## src/rtl/serial_add_pkg.sv

```systemverilog
// Shared types and constants for the bit-serial adder datapath.
// Imported by the serial_adder top.
package serial_add_pkg;

  localparam int DEF_WIDTH = 8;

  typedef enum logic [1:0] {
    IDLE = 2'd0,
    RUN  = 2'd1,
    DONE = 2'd2
  } state_e;

endpackage

```

## src/rtl/half_adder.sv

```systemverilog
// Single-bit half adder cell.
// Leaf of the arithmetic datapath.
module half_adder (
  input  logic a,
  input  logic b,
  output logic s,
  output logic c
);

  assign s = a ^ b;
  assign c = a & b;

endmodule

```

## src/rtl/serial_adder_full_adder.sv

```systemverilog
// Full adder cell built from two half adders.
// Purely combinational.
module full_adder (
  input  logic a,
  input  logic b,
  input  logic cin,
  output logic sum,
  output logic cout
);

  logic s0;
  logic c0;
  logic c1;

  half_adder u_ha0 (
    .a (a),
    .b (b),
    .s (s0),
    .c (c0)
  );

  half_adder u_ha1 (
    .a (s0),
    .b (cin),
    .s (sum),
    .c (c1)
  );

  assign cout = c0 | c1;

endmodule

```

## src/rtl/serial_adder.sv

```systemverilog
// Bit-serial adder: LSB-first, one bit per clock,
// valid/ready on both operand and result sides.
module serial_adder
  import serial_add_pkg::*;
#(
  parameter int WIDTH = DEF_WIDTH
) (
  input  logic             clk,
  input  logic             rst_n,
  input  logic             in_valid,
  output logic             in_ready,
  input  logic [WIDTH-1:0] a,
  input  logic [WIDTH-1:0] b,
  input  logic             cin,
  output logic             out_valid,
  input  logic             out_ready,
  output logic [WIDTH-1:0] sum,
  output logic             cout,
  output logic             busy
);

  localparam int CW = $clog2(WIDTH + 1);
  localparam logic [CW-1:0] LAST = CW'(WIDTH - 1);

  state_e           state_q, state_d;
  logic [WIDTH-1:0] a_q, a_d;
  logic [WIDTH-1:0] b_q, b_d;
  logic [WIDTH-1:0] sum_q, sum_d;
  logic [CW-1:0]    cnt_q, cnt_d;
  logic             carry_q, carry_d;
  logic             ov_q, ov_d;
  logic             fa_s;
  logic             fa_c;

  full_adder u_fa (
    .a    (a_q[0]),
    .b    (b_q[0]),
    .cin  (carry_q),
    .sum  (fa_s),
    .cout (fa_c)
  );

  always_comb begin
    state_d = state_q;
    a_d     = a_q;
    b_d     = b_q;
    sum_d   = sum_q;
    cnt_d   = cnt_q;
    carry_d = carry_q;
    ov_d    = ov_q;
    unique case (state_q)
      IDLE: begin
        if (in_valid) begin
          a_d     = a;
          b_d     = b;
          carry_d = cin;
          cnt_d   = '0;
          state_d = RUN;
        end
      end
      RUN: begin
        // new bit enters at the MSB so the LSB lands at bit 0 last
        sum_d          = sum_q >> 1;
        sum_d[WIDTH-1] = fa_s;
        a_d            = a_q >> 1;
        b_d            = b_q >> 1;
        carry_d        = fa_c;
        cnt_d          = cnt_q + CW'(1);
        if (cnt_q == LAST) begin
          state_d = DONE;
          ov_d    = 1'b1;
        end
      end
      DONE: begin
        if (out_ready) begin
          state_d = IDLE;
          ov_d    = 1'b0;
        end
      end
      default: begin
        state_d = IDLE;
        ov_d    = 1'b0;
      end
    endcase
  end

  always_ff @(posedge clk or negedge rst_n) begin
    if (!rst_n) begin
      state_q <= IDLE;
      a_q     <= '0;
      b_q     <= '0;
      sum_q   <= '0;
      cnt_q   <= '0;
      carry_q <= 1'b0;
      ov_q    <= 1'b0;
    end else begin
      state_q <= state_d;
      a_q     <= a_d;
      b_q     <= b_d;
      sum_q   <= sum_d;
      cnt_q   <= cnt_d;
      carry_q <= carry_d;
      ov_q    <= ov_d;
    end
  end

  assign in_ready  = (state_q == IDLE);
  assign busy      = (state_q != IDLE);
  assign out_valid = ov_q;
  assign sum       = sum_q;
  assign cout      = carry_q;

endmodule

```

## config.mk

```make
export PLATFORM = sky130hd
export DESIGN_NAME = serial_adder
export DESIGN_NICKNAME = d
export VERILOG_FILES = /design/src/rtl/serial_add_pkg.sv /design/src/rtl/half_adder.sv /design/src/rtl/serial_adder_full_adder.sv /design/src/rtl/serial_adder.sv
export SDC_FILE = /design/constraint.sdc
export NUM_CORES = 1
export LEC_CHECK = 0
export ABC_AREA = 1
export BUFFER_PORTS_ARGS = -buffer_cell sky130_fd_sc_hd__buf_2
export CORE_MARGIN = 1.5
export CORE_UTILIZATION = 55
export CTS_BUF_LIST = sky130_fd_sc_hd__clkbuf_4 sky130_fd_sc_hd__clkbuf_8
export CTS_CLUSTER_DIAMETER = 30
export CTS_CLUSTER_SIZE = 28
export DETAILED_ROUTE_END_ITERATION = 10
export PLACE_DENSITY = 0.81
export SLEW_MARGIN = 20
export SYNTH_ARGS = -nofsm -noshare
export SYNTH_HDL_FRONTEND = slang
export SYNTH_HIERARCHICAL = 1
export SYNTH_SLANG_ARGS = --single-unit
```

## constraint.sdc

```tcl
create_clock -name clk -period 1.4 [get_ports clk]
set_input_delay 0.07 -clock clk [delete_from_list [all_inputs] [get_ports clk]]
set_output_delay 0.07 -clock clk [all_outputs]
set_load 0.005 [all_outputs]
```

==> results by group <==
Outcome
  – Status: finished clean

Yosys
  – Main combinational cell family by area after synthesis: simple AND/OR/NAND/NOR gates
  – Cell area after synthesis: 1480 sq um
  – Mux contribution to synthesized area: 0%
  – Sequential area share after synthesis: 54.0%
  – Post-Synth Simple-Gate Area: 32.4%
  – Synth area leader: dfrtp_1
  – Top cell type's share of synthesized area: 54.0%
  – Syn Inst Count: 169
  – Mapped Nets: 193
  – EDFF count, synth: 0
  – XOR/XNOR share of the synthesized area: 0.590%
  – Synth Area in Adders: 2.53%
  – Count leader, synth: nand2_1
  – Synth Area in Compound Gates: 3.20%
  – YS warnings: 6
  – Synth Flop Type: dfrtp_1
  – Syn Area/Cell: 8.78 sq um
  – Yosys reg bits: 32
  – Synth top area cells: dfrtp_1, nand2_1, nand3_1
  – Asr flop ratio synth: 100%
  – Post-synth top cells: nand2_1, nand3_1, dfrtp_1
  – Synth cell types: 21

STA
  – Max Freq: 768 MHz
  – Slew margin rel.: 53.6%
  – Final Critical Period: 1300 ps
  – Layout Skew: 9.17 ps
  – RSZ-0062 raised after global routing: false
  – Fin crit share: 93.0%
  – Final TNS setup: 0 ps
  – # setup viols final: 0
  – Slew Limit Fails: 0
  – Tightest Pin Transition: 696 ps
  – Endpoints failing hold: 0

Critical path
  – Crit-path cells: ha_1, ha_2, inv_1, nand2_1, nand2_1, nand2_1, nand2_1, nand2_1
  – Critical path's slowest cell: dfrtp_1
  – Slowest Stage Delay on Critical Path: 390 ps
  – Worst reg2reg startpoint: b_q[0]
  – Most frequent cell on the critical path: nand2_1
  – R2r endpoint: cout
  – Worst setup EP type: flop
  – Buffer and inverter count on the worst path: 1
  – Required @ worst endpoint: 1620 ps
  – Max Fanout on Critical Path: 2
  – Setup slack, reg-to-reg: 100 ps
  – Critical path class: flop to flop
  – Startpoint Class: flop
  – CP arrival: 1520 ps
  – Worst r2r path cells: 8
  – CP top delay family: adder cells

Drt
  – Initial DRC count: 23
  – Pre-antenna DRT Iters: 4
  – Post-route DRC: 0
  – WL/cell: 12.4 um
  – Total number of vias: 1,342
  – Mean number of vias per cell: 5.35
  – DRT antenna net count: 0
  – Total wire length: 3100 um

Floorplanning
  – Die Y: 54.9 um
  – Core region area: 2520 sq um
  – DIE AREA: 3020 sq um
  – Floorplan row count: 18
  – Initial Util: 58.8%
  – Ports: 33
  – Die width: 54.9 um

Hold path
  – Hold Path End: state_q[1]
  – Hold Path Depth: 3
  – Worst hold-check path type: input port to flop
  – Worst hold start: out_ready

GRT
  – Largest net degree at the start of global routing: 33
  – Tot GR Track Use: 23.9%
  – First-pass GRT wire length: 4980 um
  – Vias in the first global route: 1,238
  – Initial antenna violation count: 0
  – Grt ovf: 0

Finish
  – Area grow syn2layout: 26.3%
  – Fraction of layout cells with a size suffix above 1: 22.6%
  – Fin nets: 245
  – Ant diodes: 0

Clocking
  – TritonCTS Sinks: 32
  – Worst skew pair latency: 320 ps
  – Max Root-Sink Buffers: 2
  – Clk root buf: clkbuf_4
  – Clk pin slew, worst setup/hold paths: 90 ps
  – CTS Buf Count: 5
  – CTS H-Tree Depth: 2
  – CTS tree: yes

Placement
  – RePlAce Congestion: 0.740
  – Post-DP HPWL: 2000 um
  – Port bufs: 32

Power and ir drop
  – Leak pwr: 0.991 nW
  – Total power draw: 0.00388 W
  – P per Cell Area: 2070 nW/um^2
  – Peak supply drop: 1850 uV

Flow run
  – Max-cap viol count: 0
-- worst max-delay path by stage --
stage / from / endpoint / slack (ps) / depth (start not counted)
6_report: b_q[0] / cout / 100 / 8
2_1_floorplan: a_q[0] / cout / 210 / 8
4_1_cts: a_q[0] / cout / 90 / 8
3_3_place_gp: a_q[0] / cout / 180 / 8
5_1_grt: state_q[0] / state_q[1] / 20 / 6
3_5_place_dp: a_q[0] / cout / 90 / 8
-- flip-flops by register name, summed over array words and instances (netlist names) --
| name | count |
|---|---|
| a_q | 8 |
| b_q | 8 |
| cnt_q | 4 |
| cout | 1 |
| out_valid | 1 |
| state_q | 2 |
| sum | 8 |
-- report_power, final --
part	internal, W	total, W	leakage (nW)	switching [W]
clock	0.000204	0.000492	0.0315	0.000288
sequential	0.00136	0.00165	0.406	0.000290
combinational	0.000734	0.00174	0.554	0.00101
-- metrics by stage --
| step | area (sq um) | std cells | hold WS [ps] | util, % | setup WS, ps |
|---|---|---|---|---|---|
| finish | 1870 | 251 | 53.4 | 74.3 | 98.4 |
| global route | 1870 | 251 | 91.3 | 74.3 | 17.5 |
| CTS | 1860 | 250 | 44.4 | 73.9 | 86.0 |
| detailed placement | 1640 | 226 | 156 | 65.2 | 88.4 |
| global placement | 1640 | 226 | 147 | 65.2 | 184 |
| floorplan | 1480 | 169 | -226 | - | 206 |
-- tightest hold or removal path: stages --
cell and delay (ps):
buf_2 80, nand3b_1 120, nand2_1 60
-- cell type report --
cell class                 count  area (sq um)
inverter                       9          36.3
sequential                    32           801
timing repair buffer          53           373
tap                           30          37.5
multi-input combinational    120           577
clock buffer                   6          45.0
clock inverter                 1          5.00
fill                         203           648
-- cells by family after synthesis --
kind of cell,after synthesis
and+or+nand+nor,107
xor gates and xnor gates,1
DFF,32
adders and majority gates,3
AOI/OAI and AO/OA,9
buffers and inverters,17
-- cell usage in the layout, fill, tap and decap left out, types with 2 or more instances in the layout --
cell	Yosys	routed
clkbuf_4	0	6
o21ai_0	7	7
buf_4	3	3
inv_1	8	8
buf_2	1	32
ha_1	3	2
dlygate4sd3_1	0	17
nand3_1	37	37
nand2_1	62	62
dfrtp_1	32	32
-- metal layers --
layer  track usage, %  share of wire, %  vias to the layer above
li1                 -                 -                      650
met1             27.1                42                      648
met2             40.7                51                       37
met3             6.18               4.7                        7
met4             13.8               2.0                        0
met5                0                 0                        -
-- repair_timing --
action	CTS	global route
setup endpoints to repair	0	1
buffers inserted	0	1
hold buffers	17	0
gates resized for setup	0	1
hold endpoints to repair	48	0
Power figures use the tool's default switching activity.
